--- config.mk ---
export PLATFORM = sky130hd
export DESIGN_NAME = clk_switch_ctrl_flat
export DESIGN_NICKNAME = d
export VERILOG_FILES = /design/src/rtl/clk_switch_pkg.sv /design/src/rtl/clk_switch_ctrl_if.sv /design/src/rtl/sync.sv /design/src/rtl/clk_switch_ctrl.sv /design/src/flat_wrapper.sv
export SDC_FILE = /design/constraint.sdc
export NUM_CORES = 1
export LEC_CHECK = 0
export CAP_MARGIN = 25
export CELL_PAD_IN_SITES_DETAIL_PLACEMENT = 0
export CELL_PAD_IN_SITES_GLOBAL_PLACEMENT = 2
export CORE_MARGIN = 1
export CORE_UTILIZATION = 34
export DETAILED_ROUTE_END_ITERATION = 6
export PLACE_DENSITY_LB_ADDON = 0.1
export RECOVER_POWER = 100
export SLEW_MARGIN = 20
export SYNTH_ARGS = -nofsm -noshare
export SYNTH_HDL_FRONTEND = slang
export SYNTH_SLANG_ARGS = --single-unit
--- constraint.sdc ---
create_clock -name clk_in -period 4.65 [get_ports clk_in]
set_input_delay 0.93 -clock clk_in [delete_from_list [all_inputs] [get_ports clk_in]]
set_output_delay 0.93 -clock clk_in [all_outputs]
set_load 0.02 [all_outputs]
--- src/rtl/clk_switch_pkg.sv ---
`default_nettype none
// ============================================================================
//  Module   : clk_switch_pkg
//  Purpose  : Shared types and constants for the clk_switch_ctrl
//             break-before-make clock-switch sequencer.
//  Contents : state_e                - sequencer state, 2-bit encoding
//             c_sync_stages_default  - default acknowledge synchroniser depth
//  Revision : 1.0  initial release
// ============================================================================
package clk_switch_pkg;

    typedef enum logic [1:0] {
        ST_ON       = 2'd0,  // current source enabled, idle
        ST_OFF_WAIT = 2'd1,  // both gates closed, waiting for current ack low
        ST_ON_WAIT  = 2'd2   // target gate opened, waiting for target ack high
    } state_e;

    localparam int c_sync_stages_default = 2;

endpackage : clk_switch_pkg
`default_nettype wire

--- src/rtl/clk_switch_ctrl_if.sv ---
`default_nettype none
// ============================================================================
//  Module   : clk_switch_ctrl_if
//  Purpose  : Request / gate-control bundle between clk_switch_ctrl and the
//             clock-mux branches plus the software-facing status.
//  Modports : master - the sequencer (drives enables and status)
//             slave  - the environment (drives sel_i and gate acknowledges)
//  Signals  : sel_i, ack0_i, ack1_i           -> into the sequencer
//             en0_o, en1_o, cur_sel_o,
//             busy_o, done_o, timeout_o       <- out of the sequencer
//  Revision : 1.0  initial release
// ============================================================================
interface clk_switch_ctrl_if;

    logic sel_i;
    logic ack0_i;
    logic ack1_i;
    logic en0_o;
    logic en1_o;
    logic cur_sel_o;
    logic busy_o;
    logic done_o;
    logic timeout_o;

    modport master (
        input  sel_i, ack0_i, ack1_i,
        output en0_o, en1_o, cur_sel_o, busy_o, done_o, timeout_o
    );

    modport slave (
        output sel_i, ack0_i, ack1_i,
        input  en0_o, en1_o, cur_sel_o, busy_o, done_o, timeout_o
    );

endinterface : clk_switch_ctrl_if
`default_nettype wire

--- src/rtl/sync.sv ---
`default_nettype none
// ============================================================================
//  Module   : sync
//  Purpose  : Multi-flop synchroniser for a single asynchronous level.
//  Params   : STAGES      - number of flops in the chain (>= 1)
//             RESET_VALUE - value loaded into every flop during reset
//  Ports    : clk_in  in   destination clock
//             rst_ni  in   asynchronous active-low reset
//             d_i     in   asynchronous input level
//             q_o     out  synchronised level
//  Revision : 1.0  initial release
// ============================================================================
module sync #(
    parameter int   STAGES      = 2,
    parameter logic RESET_VALUE = 1'b0
) (
    input  wire logic clk_in,
    input  wire logic rst_ni,
    input  wire logic d_i,
    output logic      q_o
);

    logic [STAGES-1:0] r_chain;

    always_ff @(posedge clk_in or negedge rst_ni) begin
        if (!rst_ni) begin
            r_chain <= {STAGES{RESET_VALUE}};
        end else begin
            // New sample enters bit 0 and ripples toward the MSB.
            r_chain <= (r_chain << 1) | STAGES'(d_i);
        end
    end

    assign q_o = r_chain[STAGES-1];

endmodule : sync
`default_nettype wire

--- src/rtl/clk_switch_ctrl.sv ---
`default_nettype none
// ============================================================================
//  Module   : clk_switch_ctrl
//  Purpose  : Break-before-make sequencer for a two-source glitch-free clock
//             mux. Runs on the always-on reference clock, closes the current
//             branch gate, waits for its (resynchronised) acknowledge to drop,
//             then opens the target gate and waits for it to report running.
//  Params   : SYNC_STAGES    - flops per acknowledge synchroniser
//             RESET_SEL      - source enabled out of reset (0/1)
//             TIMEOUT_W      - watchdog counter width
//             TIMEOUT_CYCLES - cycles allowed per wait state (< 2**TIMEOUT_W)
//  Ports    : clk_in  in   always-on reference clock
//             rst_ni  in   asynchronous active-low reset
//             bus     ifc  clk_switch_ctrl_if.master (sel_i, ack0_i, ack1_i,
//                          en0_o, en1_o, cur_sel_o, busy_o, done_o, timeout_o)
//  Options  : CLKSW_TIMEOUT_EN - when defined, a watchdog forces each wait
//             state forward after TIMEOUT_CYCLES and sets a sticky timeout_o.
//             When undefined the wait states wait indefinitely and timeout_o
//             is tied low.
//  Revision : 1.0  initial release
// ============================================================================
module clk_switch_ctrl
    import clk_switch_pkg::*;
#(
    parameter int SYNC_STAGES    = c_sync_stages_default,
    parameter bit RESET_SEL      = 1'b0,
    parameter int TIMEOUT_W      = 8,
    parameter int TIMEOUT_CYCLES = 200
) (
    input  wire logic         clk_in,
    input  wire logic         rst_ni,
    clk_switch_ctrl_if.master bus
);

    logic   w_ack0_s;
    logic   w_ack1_s;
    state_e r_state;
    logic   r_cur;
    logic   r_tgt;
    logic   r_en0;
    logic   r_en1;
    logic   r_busy;
    logic   r_done;

    logic   w_ack_cur;
    logic   w_ack_tgt;
    logic   w_wait;
    logic   w_ack_seen;
    logic   w_wdog_fire;
    logic   w_advance;

    sync #(.STAGES(SYNC_STAGES), .RESET_VALUE(1'b0)) u_sync_ack0 (
        .clk_in (clk_in),
        .rst_ni (rst_ni),
        .d_i    (bus.ack0_i),
        .q_o    (w_ack0_s)
    );

    sync #(.STAGES(SYNC_STAGES), .RESET_VALUE(1'b0)) u_sync_ack1 (
        .clk_in (clk_in),
        .rst_ni (rst_ni),
        .d_i    (bus.ack1_i),
        .q_o    (w_ack1_s)
    );

    assign w_ack_cur  = r_cur ? w_ack1_s : w_ack0_s;
    assign w_ack_tgt  = r_tgt ? w_ack1_s : w_ack0_s;
    assign w_wait     = (r_state != ST_ON);
    // The awaited acknowledge for whichever wait state we are in.
    assign w_ack_seen = ((r_state == ST_OFF_WAIT) && !w_ack_cur) ||
                        ((r_state == ST_ON_WAIT)  &&  w_ack_tgt);
    assign w_advance  = w_ack_seen || (w_wait && w_wdog_fire);

`ifdef CLKSW_TIMEOUT_EN
    localparam logic [TIMEOUT_W-1:0] c_wdog_last = TIMEOUT_W'(TIMEOUT_CYCLES - 1);

    logic [TIMEOUT_W-1:0] r_wdog;
    logic                 r_timeout;

    assign w_wdog_fire = (r_wdog == c_wdog_last);

    // Counter is zero in ON and on every wait-state entry, so each wait
    // state gets its own full budget.
    always_ff @(posedge clk_in or negedge rst_ni) begin
        if (!rst_ni) begin
            r_wdog    <= '0;
            r_timeout <= 1'b0;
        end else begin
            if (!w_wait || w_advance) begin
                r_wdog <= '0;
            end else begin
                r_wdog <= r_wdog + 1'b1;
            end
            // Only flag when the budget, not the ack, caused the advance.
            if (w_wait && w_wdog_fire && !w_ack_seen) begin
                r_timeout <= 1'b1;
            end
        end
    end

    assign bus.timeout_o = r_timeout;
`else
    assign w_wdog_fire   = 1'b0;
    assign bus.timeout_o = 1'b0;
`endif

    // Enables are registered and only ever raised from a state where both
    // are already low, so they can never overlap.
    always_ff @(posedge clk_in or negedge rst_ni) begin
        if (!rst_ni) begin
            r_state <= ST_ON;
            r_cur   <= RESET_SEL;
            r_tgt   <= RESET_SEL;
            r_en0   <= ~RESET_SEL;
            r_en1   <= RESET_SEL;
            r_busy  <= 1'b0;
            r_done  <= 1'b0;
        end else begin
            r_done <= 1'b0;
            case (r_state)
                ST_ON: begin
                    if (bus.sel_i != r_cur) begin
                        r_tgt   <= bus.sel_i;
                        r_en0   <= 1'b0;
                        r_en1   <= 1'b0;
                        r_busy  <= 1'b1;
                        r_state <= ST_OFF_WAIT;
                    end
                end
                ST_OFF_WAIT: begin
                    if (w_advance) begin
                        r_en0   <= ~r_tgt;
                        r_en1   <= r_tgt;
                        r_state <= ST_ON_WAIT;
                    end
                end
                ST_ON_WAIT: begin
                    if (w_advance) begin
                        r_cur   <= r_tgt;
                        r_busy  <= 1'b0;
                        r_done  <= 1'b1;
                        r_state <= ST_ON;
                    end
                end
                default: begin
                    // Unreachable encoding: fall back to a safe closed state
                    // and let OFF_WAIT re-run the handshake toward r_tgt.
                    r_en0   <= 1'b0;
                    r_en1   <= 1'b0;
                    r_busy  <= 1'b1;
                    r_state <= ST_OFF_WAIT;
                end
            endcase
        end
    end

    assign bus.en0_o     = r_en0;
    assign bus.en1_o     = r_en1;
    assign bus.cur_sel_o = r_cur;
    assign bus.busy_o    = r_busy;
    assign bus.done_o    = r_done;

endmodule : clk_switch_ctrl
`default_nettype wire

--- src/flat_wrapper.sv ---
// flat-port wrapper written by rule: the top's interface ports become plain ports
module clk_switch_ctrl_flat import clk_switch_pkg::*;
#(
    parameter int SYNC_STAGES    = c_sync_stages_default,
    parameter bit RESET_SEL      = 1'b0,
    parameter int TIMEOUT_W      = 8,
    parameter int TIMEOUT_CYCLES = 200
)
  (clk_in, rst_ni, bus_sel_i, bus_ack0_i, bus_ack1_i, bus_en0_o, bus_en1_o, bus_cur_sel_o, bus_busy_o, bus_done_o, bus_timeout_o);
  clk_switch_ctrl_if bus_i ();
  input  wire logic clk_in;
  input  wire logic rst_ni;
  input wire logic [$bits(bus_i.sel_i)-1:0] bus_sel_i;
  input wire logic [$bits(bus_i.ack0_i)-1:0] bus_ack0_i;
  input wire logic [$bits(bus_i.ack1_i)-1:0] bus_ack1_i;
  output wire logic [$bits(bus_i.en0_o)-1:0] bus_en0_o;
  output wire logic [$bits(bus_i.en1_o)-1:0] bus_en1_o;
  output wire logic [$bits(bus_i.cur_sel_o)-1:0] bus_cur_sel_o;
  output wire logic [$bits(bus_i.busy_o)-1:0] bus_busy_o;
  output wire logic [$bits(bus_i.done_o)-1:0] bus_done_o;
  output wire logic [$bits(bus_i.timeout_o)-1:0] bus_timeout_o;
  assign bus_i.sel_i = bus_sel_i;
  assign bus_i.ack0_i = bus_ack0_i;
  assign bus_i.ack1_i = bus_ack1_i;
  assign bus_en0_o = bus_i.en0_o;
  assign bus_en1_o = bus_i.en1_o;
  assign bus_cur_sel_o = bus_i.cur_sel_o;
  assign bus_busy_o = bus_i.busy_o;
  assign bus_done_o = bus_i.done_o;
  assign bus_timeout_o = bus_i.timeout_o;
  clk_switch_ctrl #(.SYNC_STAGES(SYNC_STAGES), .RESET_SEL(RESET_SEL), .TIMEOUT_W(TIMEOUT_W), .TIMEOUT_CYCLES(TIMEOUT_CYCLES)) u_core (.clk_in(clk_in), .rst_ni(rst_ni), .bus(bus_i));
endmodule
[Yosys cells after proc, flatten, opt, wreduce, memory -nomap -nowiden]
Index checks and enable logic that the tools add are counted.
Storage, ports and cells
  input port bits: 5
  flip-flop bits (word level): 12
  output and inout port bits: 6
Operators by class
  reductions and logical operators: 10
  equal/unequal tests: 6
  multiplexer cells: 16
  bitwise operators: 5
Operator list (count)
  $mux 1: 9
  $pmux 1 s3: 3
  $reduce_and 3->1: 3
  $mux 2: 3
  $ne 2x1->1 const B: 3
  $pmux 2 s3: 1
  $or 2x1->2: 2
  $reduce_and 2->1: 2
  $not 1->1: 3
  $eq 2x1->1 const B: 1
  $eq 2x2->1 const B: 1
  $logic_and 1x1->1: 2
  $logic_not 2->1: 1
  $logic_not 1->1: 1
  $logic_or 1x1->1: 1
  $ne 1x1->1: 1

[Longest topological paths before layout]
Gate-level depths: netlist of run 1.
  word-level depth: 6
  depth in mapped cells: 5
  mapped depth without buffers: 5

[Hierarchy]
Synthesis of run 1 repeated with hierarchy kept, for this count alone.
Unflattened totals
  cells, all modules: 50
  area total of the unflattened synthesis: 586.8 µm²
Modules (own cells, without submodules)
  clk_switch_ctrl: sequential area each 201.4 µm², times used 1, cells each 46, area an instance 486.7 µm²
  sync: sequential area each 50.0 µm², times used 2, cells each 2, area an instance 50.0 µm²

[Least setup slack after synthesis of run 1]
Ideal clock, no wire load.
  path kind: input-to-reg
  start: in bus_sel_i
  end: reg u_core.r_en0, in the netlist u_core.bus.en0_o
  arrival time: 1708 ps
  buffers on the path: 0
  stages: 4
  setup time: 96 ps
  slack: 2846 ps
  data required time: 4554 ps
  path through: xnor2_1 > and2_1 > or2_2 > o32ai_1
Between the ends
  cells in the longest elaborated chain, start to end: 3
RTL lines
  start, declared: line flat_wrapper.sv:13  | input wire logic [$bits(bus_i.sel_i)-1:0] bus_sel_i;
  $ne 1x1->1: line clk_switch_ctrl.sv:122  | if (bus.sel_i != r_cur) begin
  $ne 2x1->1 (no source line)
  $reduce_and 3->1 (no source line)
  end signal, assigned: line clk_switch_ctrl.sv:114  | r_en0 <= ~RESET_SEL;
  end signal, assigned: line clk_switch_ctrl.sv:132  | r_en0 <= ~r_tgt;
  end, declared: line clk_switch_ctrl.sv:40  | logic r_en0;
Every way passes these cells.
A chain may end at the register's enable or synchronous reset.

[Final worst setup path of run 1]
  start: reg u_core.r_en0, in the netlist u_core.bus.en0_o
  end: out bus_en0_o
RTL lines
  end, declared: line flat_wrapper.sv:16  | output wire logic [$bits(bus_i.en0_o)-1:0] bus_en0_o;
No word-level cell between the ends.

==> results of run 1 <==
-- cells by family (layout without fill, tap and decap cells) --
logic type      count (synthesis)  after routing  synth area share (%)
simple gates                    6              6                  5.76
buf+inv                         7             19                  5.32
other cells                     1              1                 0.665
mux                             5              5                  10.6
xor+xnor                        1              1                  1.55
fa+ha+maj                       4              4                  8.87
compound gates                  9              9                  13.7
flops                          12             12                  53.4
-- sequential cells by signal (all words and copies together) (netlist names) --
signal,count
u_core.bus.busy_o,1
u_core.r_tgt,1
u_core.u_sync_ack1.r_chain,2
u_core.bus.en1_o,1
u_core.r_state,2
u_core.u_sync_ack0.r_chain,2
u_core.bus.cur_sel_o,1
u_core.bus.en0_o,1
u_core.bus.done_o,1
-- through the flow --
stage	total power, uW	cells	setup slack [ns]	util [%]
after floorplan	329	45	2.85	-
after global placement	381	69	2.34	43.8
after detailed placement	392	69	2.32	43.8
after CTS	472	73	2.33	46.1
after global routing	478	73	2.24	44.7
final	441	73	2.27	44.7
-- worst max path at each step --
stage / from / to / slack (ns) / cells past startpoint
6_report: u_core.bus.en0_o / bus_en0_o / 2.27 / 1
2_1_floorplan: bus_sel_i / u_core.bus.en0_o / 2.85 / 4
4_1_cts: u_core.bus.en0_o / bus_en0_o / 2.33 / 1
3_3_place_gp: bus_sel_i / u_core.r_state[1] / 2.34 / 5
5_1_grt: u_core.bus.en0_o / bus_en0_o / 2.24 / 1
3_5_place_dp: bus_sel_i / u_core.bus.en1_o / 2.32 / 5
-- cell type report --
type	instances	area (um2)	share of cell area [%]
clock buffers	4	36.3	5.32
inverters	6	22.5	3.30
multi-input cells	26	211	31.0
flip-flops and latches	12	302	44.2
well taps	16	20.0	2.94
repair buffers	9	90.1	13.2
-- metal layers --
metal	vias to the layer above	part of all wire, %
li1	177	-
met1	168	45
met2	11	50
met3	0	4.8
met4	0	0
met5	-	0
-- synth_stat cells (2+ instances only) --
master / number
or2_2: 2
o32ai_1: 2
mux2_4: 2
mux2i_1: 3
inv_1: 6
a21oi_1: 2
ha_1: 4
dfrtp_1: 11
-- power by group --
part | total (uW) | internal, uW | switching, uW
Clock | 80.7 | 47.5 | 33.2
Sequential | 160 | 136 | 23.6
Combinational | 200 | 96.1 | 104
Total | 441 | 280 | 161
==> flow_summary.json, run 1 <==
{
  "critPathMaxFanout": 2,
  "grt_usage_pct": 10.9,
  "setup-violations-final": 0,
  "relSlewSlack_pct": 65.1,
  "root_buffer": "clkbuf_4",
  "gp_congestion": 0.634,
  "hold_viol_final": 0,
  "finalInstanceArea_um2": 682,
  "yosysWarningCount": 0,
  "setup_tns_ns": 0,
  "grt_use_met3_pct": 3.83,
  "grt_pass1_vias": 341,
  "place_hpwl_um": 706,
  "syn_to_final_growth_pct": 20.8,
  "dr_total_vias": 356,
  "yosysUniqueCellTypes": 21,
  "synth_area_leaders": "dfrtp_1 49%, ha_1 8.9%, mux2i_1 5.3%",
  "drtAntennaViolNets": 0,
  "worst_r2r_startpoint": "u_core.r_tgt",
  "reg2reg_slack_ns": 2.75,
  "viasPerCell": 4.88,
  "gr-total-overflow": 0,
  "powerDensity_nw_per_um2": 647,
  "ios": 11,
  "syn_area_um2": 564,
  "critical_path.top_delay_family": "buffers and inverters",
  "cts_hold_buf": 0,
  "cp_num_buf_inv": 1,
  "globalRouteMet2Util_pct": 18.2,
  "min_period_over_period_pct": 51.2,
  "htree_levels": 1,
  "synth_edf_count": 0,
  "clock-skew-final_ns": 0.00440,
  "drive_gt1_share_pct": 14.0,
  "ctsResizeCount": 0,
  "r2r_cells": 4,
  "synthArstFlopShare_pct": 100,
  "cts_buffers": 3,
  "reg2reg_to": "u_core.r_state[1]",
  "syn-mean-instance-area_um2": 12.5,
  "fmax_mhz": 420,
  "worstHoldPathType": "reg -> reg",
  "worst_setup_path_end_kind": "output pin",
  "rows": 14,
  "max_stage_delay_ns": 0.66,
  "synthFlopType": "dfrtp_1",
  "cts_tree": "done",
  "crit_slowest_cell": "dlygate4sd3_1",
  "clockBufferDepth": 2,
  "die_h_um": 42.7,
  "mostFrequentLayoutCells": "11 x dfrtp_1, 9 x dlygate4sd3_1, 6 x inv_1",
  "io_buffers": 9,
  "maxCapViolations": 0,
  "fin_nets": 67,
  "yosys_register_bits": 12,
  "met1_usage_pct": 12.9,
  "clk_pin_slew_ns": 0.08,
  "wirelength_um": 875,
  "whs_ns": 0.357,
  "post-route-drc-count": 0,
  "cp-start-kind": "flop",
  "status": "finished clean",
  "fp.dieArea_um2": 1830,
  "whs_path_depth": 0,
  "die_w_um": 42.7,
  "ys_seq_area_share_pct": 53.4,
  "antenna_cells": 0,
  "firstDrtPassIters": 3,
  "cts_setup_buffers": 0,
  "synth.top_cell.area_share_pct": 48.8,
  "min_to": "u_core.u_sync_ack0.r_chain[1]",
  "worstSetupPathType": "reg -> out",
  "vdd_ir_drop_max_mv": 0.342,
  "grt-busiest-layer": "met2",
  "synth_area_leader_cell": "dfrtp_1",
  "final_common_cell": "dfrtp_1",
  "dpl_cell_area_um2": 667,
  "core_um2": 1520,
  "clk_latency_ns": 0.26,
  "crit_arrival_ns": 1.45,
  "rsz0062_at_grt": "no",
  "syn_nets": 54,
  "grt_pass1_wl_mm": 1.44,
  "nFillCells": 144,
  "min_period_ns": 2.38,
  "drtIter0Drc": 2,
  "min_from": "u_core.u_sync_ack0.r_chain[0]",
  "drv_slew": 0,
  "cts_sinks": 12,
  "cp.required_ns": 3.72,
  "antenna_found_initial": 0,
  "p_leak_uw": 0.000314,
  "grt_max_degree": 13,
  "routedWlPerCell_um": 12.0,
  "crit_chain": "dlygate4sd3_1",
  "syn_inst": 45,
  "worstMarginPinSlew_ns": 0.522,
  "start_util_pct": 37.0
}
No activity file was read; power rests on OpenSTA's default activity.
==> run 2, diff against run 1 <==
- CORE_UTILIZATION: 34 -> 31
- clock period: 4.65 -> 2.4 ns (I/O delays scaled with it)
==> run 2 against run 1 <==
Against the previous run: final area is 2.2% higher; largest cell class unchanged; die area is 9.2% higher; flip-flop and latch count stayed put; cell count is 12% higher; sequential power is 95% higher; routed wire length is 2.5% higher; register-to-register slack worse by 2.2 ns; core utilization is 3.9 points lower; worst setup slack worse by 1.8 ns; critical path type unchanged; critical path depth stayed put; first-iteration DRC count is 100% higher.
==> flow_summary.json, run 2 (synthesized netlist as in run 1, its figures left out) <==
{
  "drtAntennaViolNets": 0,
  "ctsResizeCount": 0,
  "antenna_found_initial": 0,
  "syn_to_final_growth_pct": 23.5,
  "core_um2": 1710,
  "worstMarginPinSlew_ns": 0.535,
  "fp.dieArea_um2": 1990,
  "cp_num_buf_inv": 1,
  "viasPerCell": 4.41,
  "final_common_cell": "dfrtp_1",
  "root_buffer": "clkbuf_4",
  "min_period_ns": 1.94,
  "htree_levels": 1,
  "grt_pass1_wl_mm": 1.48,
  "cts_buffers": 3,
  "clk_pin_slew_ns": 0.07,
  "relSlewSlack_pct": 64.2,
  "ios": 11,
  "crit_slowest_cell": "dlygate4sd3_1",
  "routedWlPerCell_um": 10.9,
  "hold_viol_final": 0,
  "instances_no_fill": 82,
  "setup-violations-final": 0,
  "grt_usage_pct": 11.1,
  "clock-skew-final_ns": 0.00636,
  "die_h_um": 44.7,
  "cts_hold_buf": 0,
  "gp_congestion": 0.688,
  "crit_chain": "dlygate4sd3_1",
  "nFillCells": 163,
  "drv_slew": 0,
  "cp.required_ns": 1.92,
  "cts_tree": "done",
  "fmax_mhz": 515,
  "io_buffers": 9,
  "gr-total-overflow": 0,
  "top_regs": "u_core.r_state (2), u_core.u_sync_ack0.r_chain (2), u_core.u_sync_ack1.r_chain (2)",
  "drtIter0Drc": 4,
  "status": "finished clean",
  "power_uw": 864,
  "setup_tns_ns": 0,
  "cts_sinks": 12,
  "critical_path.top_delay_family": "buffers and inverters",
  "vdd_ir_drop_max_mv": 0.508,
  "powerDensity_nw_per_um2": 1240,
  "grt_max_degree": 13,
  "worst_setup_path_end_kind": "output pin",
  "drive_gt1_share_pct": 15.8,
  "max_stage_delay_ns": 0.66,
  "start_util_pct": 33.0,
  "fin_nets": 67,
  "rows": 15,
  "cts_setup_buffers": 0,
  "dr_total_vias": 362,
  "dp_cells": 78,
  "grt_pass1_vias": 339,
  "mostFrequentLayoutCells": "11 x dfrtp_1, 8 x dlygate4sd3_1, 6 x inv_1",
  "post-route-drc-count": 0,
  "rsz0062_at_grt": "no",
  "p_leak_uw": 0.000319,
  "clockBufferDepth": 2,
  "maxCapViolations": 0,
  "die_w_um": 44.7,
  "wirelength_um": 897,
  "cp-start-kind": "flop",
  "firstDrtPassIters": 2,
  "worstHoldPathType": "reg -> reg",
  "place_hpwl_um": 700,
  "crit_arrival_ns": 1.46,
  "antenna_cells": 0,
  "critPathMaxFanout": 2,
  "clk_latency_ns": 0.27,
  "min_period_over_period_pct": 80.9,
  "worstSetupPathType": "reg -> out"
}
[run 2: cell count changes in the layout (fill, tap and decap cells not counted)]
cell,delta
clkdlybuf4s50_1,+1
and2_1,+1
mux2_1,-1
and2_0,-1
dlygate4sd3_1,-1
mux2_4,+1
[run 2: through the flow]
stage / instance area [um2] / utilization, % / hold slack [ns] / setup slack, ns
floorplan: 564 / - / 0.184 / 0.828
global placement: 678 / 39.7 / 0.338 / 0.530
detailed placement: 678 / 39.7 / 0.345 / 0.498
CTS: 714 / 41.8 / 0.361 / 0.504
global route: 697 / 40.8 / 0.370 / 0.404
finish: 697 / 40.8 / 0.360 / 0.458
[run 2: area by class of cell]
class	instances	area, um2	share of cell area (%)
sequential	12	302	43.3
multi-input combinational	26	215	30.9
timing repair buffer	9	90.1	12.9
clock buffer	4	36.3	5.21
tap	25	31.3	4.49
inverter	6	22.5	3.23
[run 2: final timing paths]
kind                       slack, ns  depth (start not counted)                     startpoint                            end
max                             0.46                          1               u_core.bus.en0_o                      bus_en0_o
min                             0.36                          0  u_core.u_sync_ack0.r_chain[0]  u_core.u_sync_ack0.r_chain[1]
max reg2reg                     0.54                          5              u_core.r_state[0]              u_core.r_state[1]
min reg2reg                     0.36                          0  u_core.u_sync_ack0.r_chain[0]  u_core.u_sync_ack0.r_chain[1]
max in group asynchronous       1.41                          1                         rst_ni               u_core.bus.en0_o
min in group asynchronous       0.63                          1                         rst_ni               u_core.bus.en1_o
[run 2: per-layer routing]
metal	share of wire, %	GRT usage, %	vias up
li1	-	-	176
met2	48	16.8	8
met3	4.1	4.90	2
met1	47	12.5	176
met5	0	0	-
met4	0.56	7.27	0
[run 2: where the power goes]
group	switching [uW]	internal [uW]	total [uW]	leakage [uW]
logic	205	193	398	0.000154
clock network	62.5	92.1	155	0.0000210
registers	47.9	264	312	0.000143
total	315	549	864	0.000319
==> run 3, diff against run 2 <==
- clock period: 2.4 -> 1.79 ns (I/O delays scaled with it)
==> run 3 against run 2 <==
Against the previous run: non-clock buffer count increased by 1; register-to-register slack got worse by 0.44 ns; clock power rose by 12%; clock-buffer cell count unchanged; worst hold slack about the same; worst setup slack got worse by 0.36 ns; combinational power grew 36%; flip-flop and latch count unchanged; core utilization down 0.29 points; final area shrank 0.72%.
==> flow_summary.json, run 3 (synthesized netlist as in run 1, its figures left out) <==
{
  "min_to": "u_core.u_sync_ack0.r_chain[1]",
  "post-route-drc-count": 0,
  "fmax_mhz": 593,
  "start_util_pct": 33.0,
  "relSlewSlack_pct": 64.5,
  "power_uw": 1130,
  "setup-violations-final": 0,
  "die_w_um": 44.7,
  "rows": 15,
  "gr-total-overflow": 0,
  "reg2reg_to": "u_core.r_state[1]",
  "dpl_worst_slack_ns": -0.0260,
  "top_layer": "met4",
  "routedWlPerCell_um": 10.9,
  "min_from": "u_core.u_sync_ack0.r_chain[0]",
  "cts_tree": "done",
  "whs_path_depth": 0,
  "drv_slew": 0,
  "status": "finished clean",
  "setup_ws_ns": 0.103,
  "top_regs": "u_core.r_state (2), u_core.u_sync_ack0.r_chain (2), u_core.u_sync_ack1.r_chain (2)",
  "place_hpwl_um": 711,
  "grt_max_degree": 13,
  "finalInstanceArea_um2": 692,
  "worst_r2r_startpoint": "u_core.r_state[0]",
  "mostFrequentLayoutCells": "11 x dfrtp_1, 6 x inv_1, 6 x dlygate4sd3_1",
  "crit_arrival_ns": 1.84,
  "grt_pass1_vias": 349,
  "vdd_ir_drop_max_mv": 0.558,
  "cts_setup_buffers": 0,
  "grt_usage_pct": 12.5,
  "htree_levels": 1,
  "clk_pin_slew_ns": 0.08,
  "whs_ns": 0.360,
  "min_period_over_period_pct": 94.3,
  "final_common_cell": "dfrtp_1",
  "clk_latency_ns": 0.27,
  "clockBufferDepth": 2,
  "firstDrtPassIters": 2,
  "antenna_found_initial": 0,
  "wirelength_um": 908,
  "cp-start-kind": "flop",
  "wl_met3_um": 44,
  "critPathMaxFanout": 5,
  "gp_congestion": 0.703,
  "die_h_um": 44.7,
  "antenna_cells": 0,
  "worst_setup_path_end_kind": "flop",
  "p_leak_uw": 0.000315,
  "min_period_ns": 1.69,
  "ios": 11,
  "r2r_cells": 5,
  "crit_chain": "inv_1 > ha_1 > or2_2 > a21oi_2 > mux2_1",
  "rsz0062_at_grt": "no",
  "fp.dieArea_um2": 1990,
  "root_buffer": "clkbuf_4",
  "grt_pass1_wl_mm": 1.61,
  "dr_wl_met2_um": 472,
  "multi_input_area_um2": 229,
  "worstSetupPathType": "reg -> reg",
  "nFillCells": 171,
  "syn_to_final_growth_pct": 22.6,
  "core_um2": 1710,
  "cts_sinks": 12,
  "worstMarginPinSlew_ns": 0.531,
  "fin_nets": 68,
  "wl_met1_um": 382,
  "drtAntennaViolNets": 0,
  "drtIter0Drc": 4,
  "regArea_um2": 302,
  "powerDensity_nw_per_um2": 1640,
  "maxCapViolations": 0,
  "crit_slowest_cell": "dfrtp_1",
  "dr_total_vias": 361,
  "cts_buffers": 3,
  "cp.required_ns": 1.94,
  "max_stage_delay_ns": 0.38,
  "viasPerCell": 4.35,
  "drive_gt1_share_pct": 15.5,
  "clock-skew-final_ns": 0.00859,
  "worstHoldPathType": "reg -> reg",
  "io_buffers": 9,
  "reg2reg_slack_ns": 0.10,
  "hold_viol_final": 0,
  "dpl_cell_area_um2": 686
}
-- run 3: changes by cell type in the layout (fill, tap and decap cells not counted), sizes merged --
cell         before  now
dlygate4sd3       8    6
clkbuf            4    7
-- run 3: how the worst max path moves through the flow --
stage                      start                end  slack [ns]
3_5_place_dp           bus_sel_i   u_core.bus.en1_o       -0.03
3_3_place_gp           bus_sel_i   u_core.bus.en0_o        0.04
5_1_grt        u_core.r_state[0]  u_core.r_state[1]        0.01
6_report       u_core.r_state[0]  u_core.r_state[1]        0.10
4_1_cts         u_core.bus.en0_o          bus_en0_o        0.03
2_1_floorplan  u_core.r_state[1]  u_core.r_state[1]        0.22
-- run 3: cell type report --
cell class | instances | area share [%]
inverters | 6 | 3.25
repair buffers | 10 | 11.8
well taps | 25 | 4.52
clock buffers | 4 | 3.80
multi-input cells | 26 | 33.1
flip-flops and latches | 12 | 43.6
-- run 3: power by group --
group / switching [uW] / internal [uW]
sequential: 62.7 / 355
combinational: 292 / 249
clock: 87.0 / 86.3
-- run 3: metal layers --
layer  vias to the layer above  global-route usage (%)
li1                        173                       -
met1                       176                    14.6
met2                        10                    18.5
met3                         2                    4.90
met4                         0                    9.09
met5                         -                       0
-- run 3: what timing repair did --
action                     in CTS  in global routing
resized for setup               0                  2
setup endpoints to repair       0                  2
hold buffers                    0                  0
-- run 3: through the flow --
step	setup TNS (ns)	utilization, %	instances
finish	0	40.5	83
global route	0	40.5	83
CTS	0	41.7	83
detailed placement	-0.0260	40.1	79
global placement	0	40.1	79
floorplan	0	-	45
-- run 3: critical path, delay by kind of cell, from the launching register on --
family          cells  cell delay [ns]
compound gates      1             0.19
fa+ha+maj           1             0.27
buf+inv             1             0.09
flops               1             0.38
mux                 1             0.34
simple gates        1             0.30
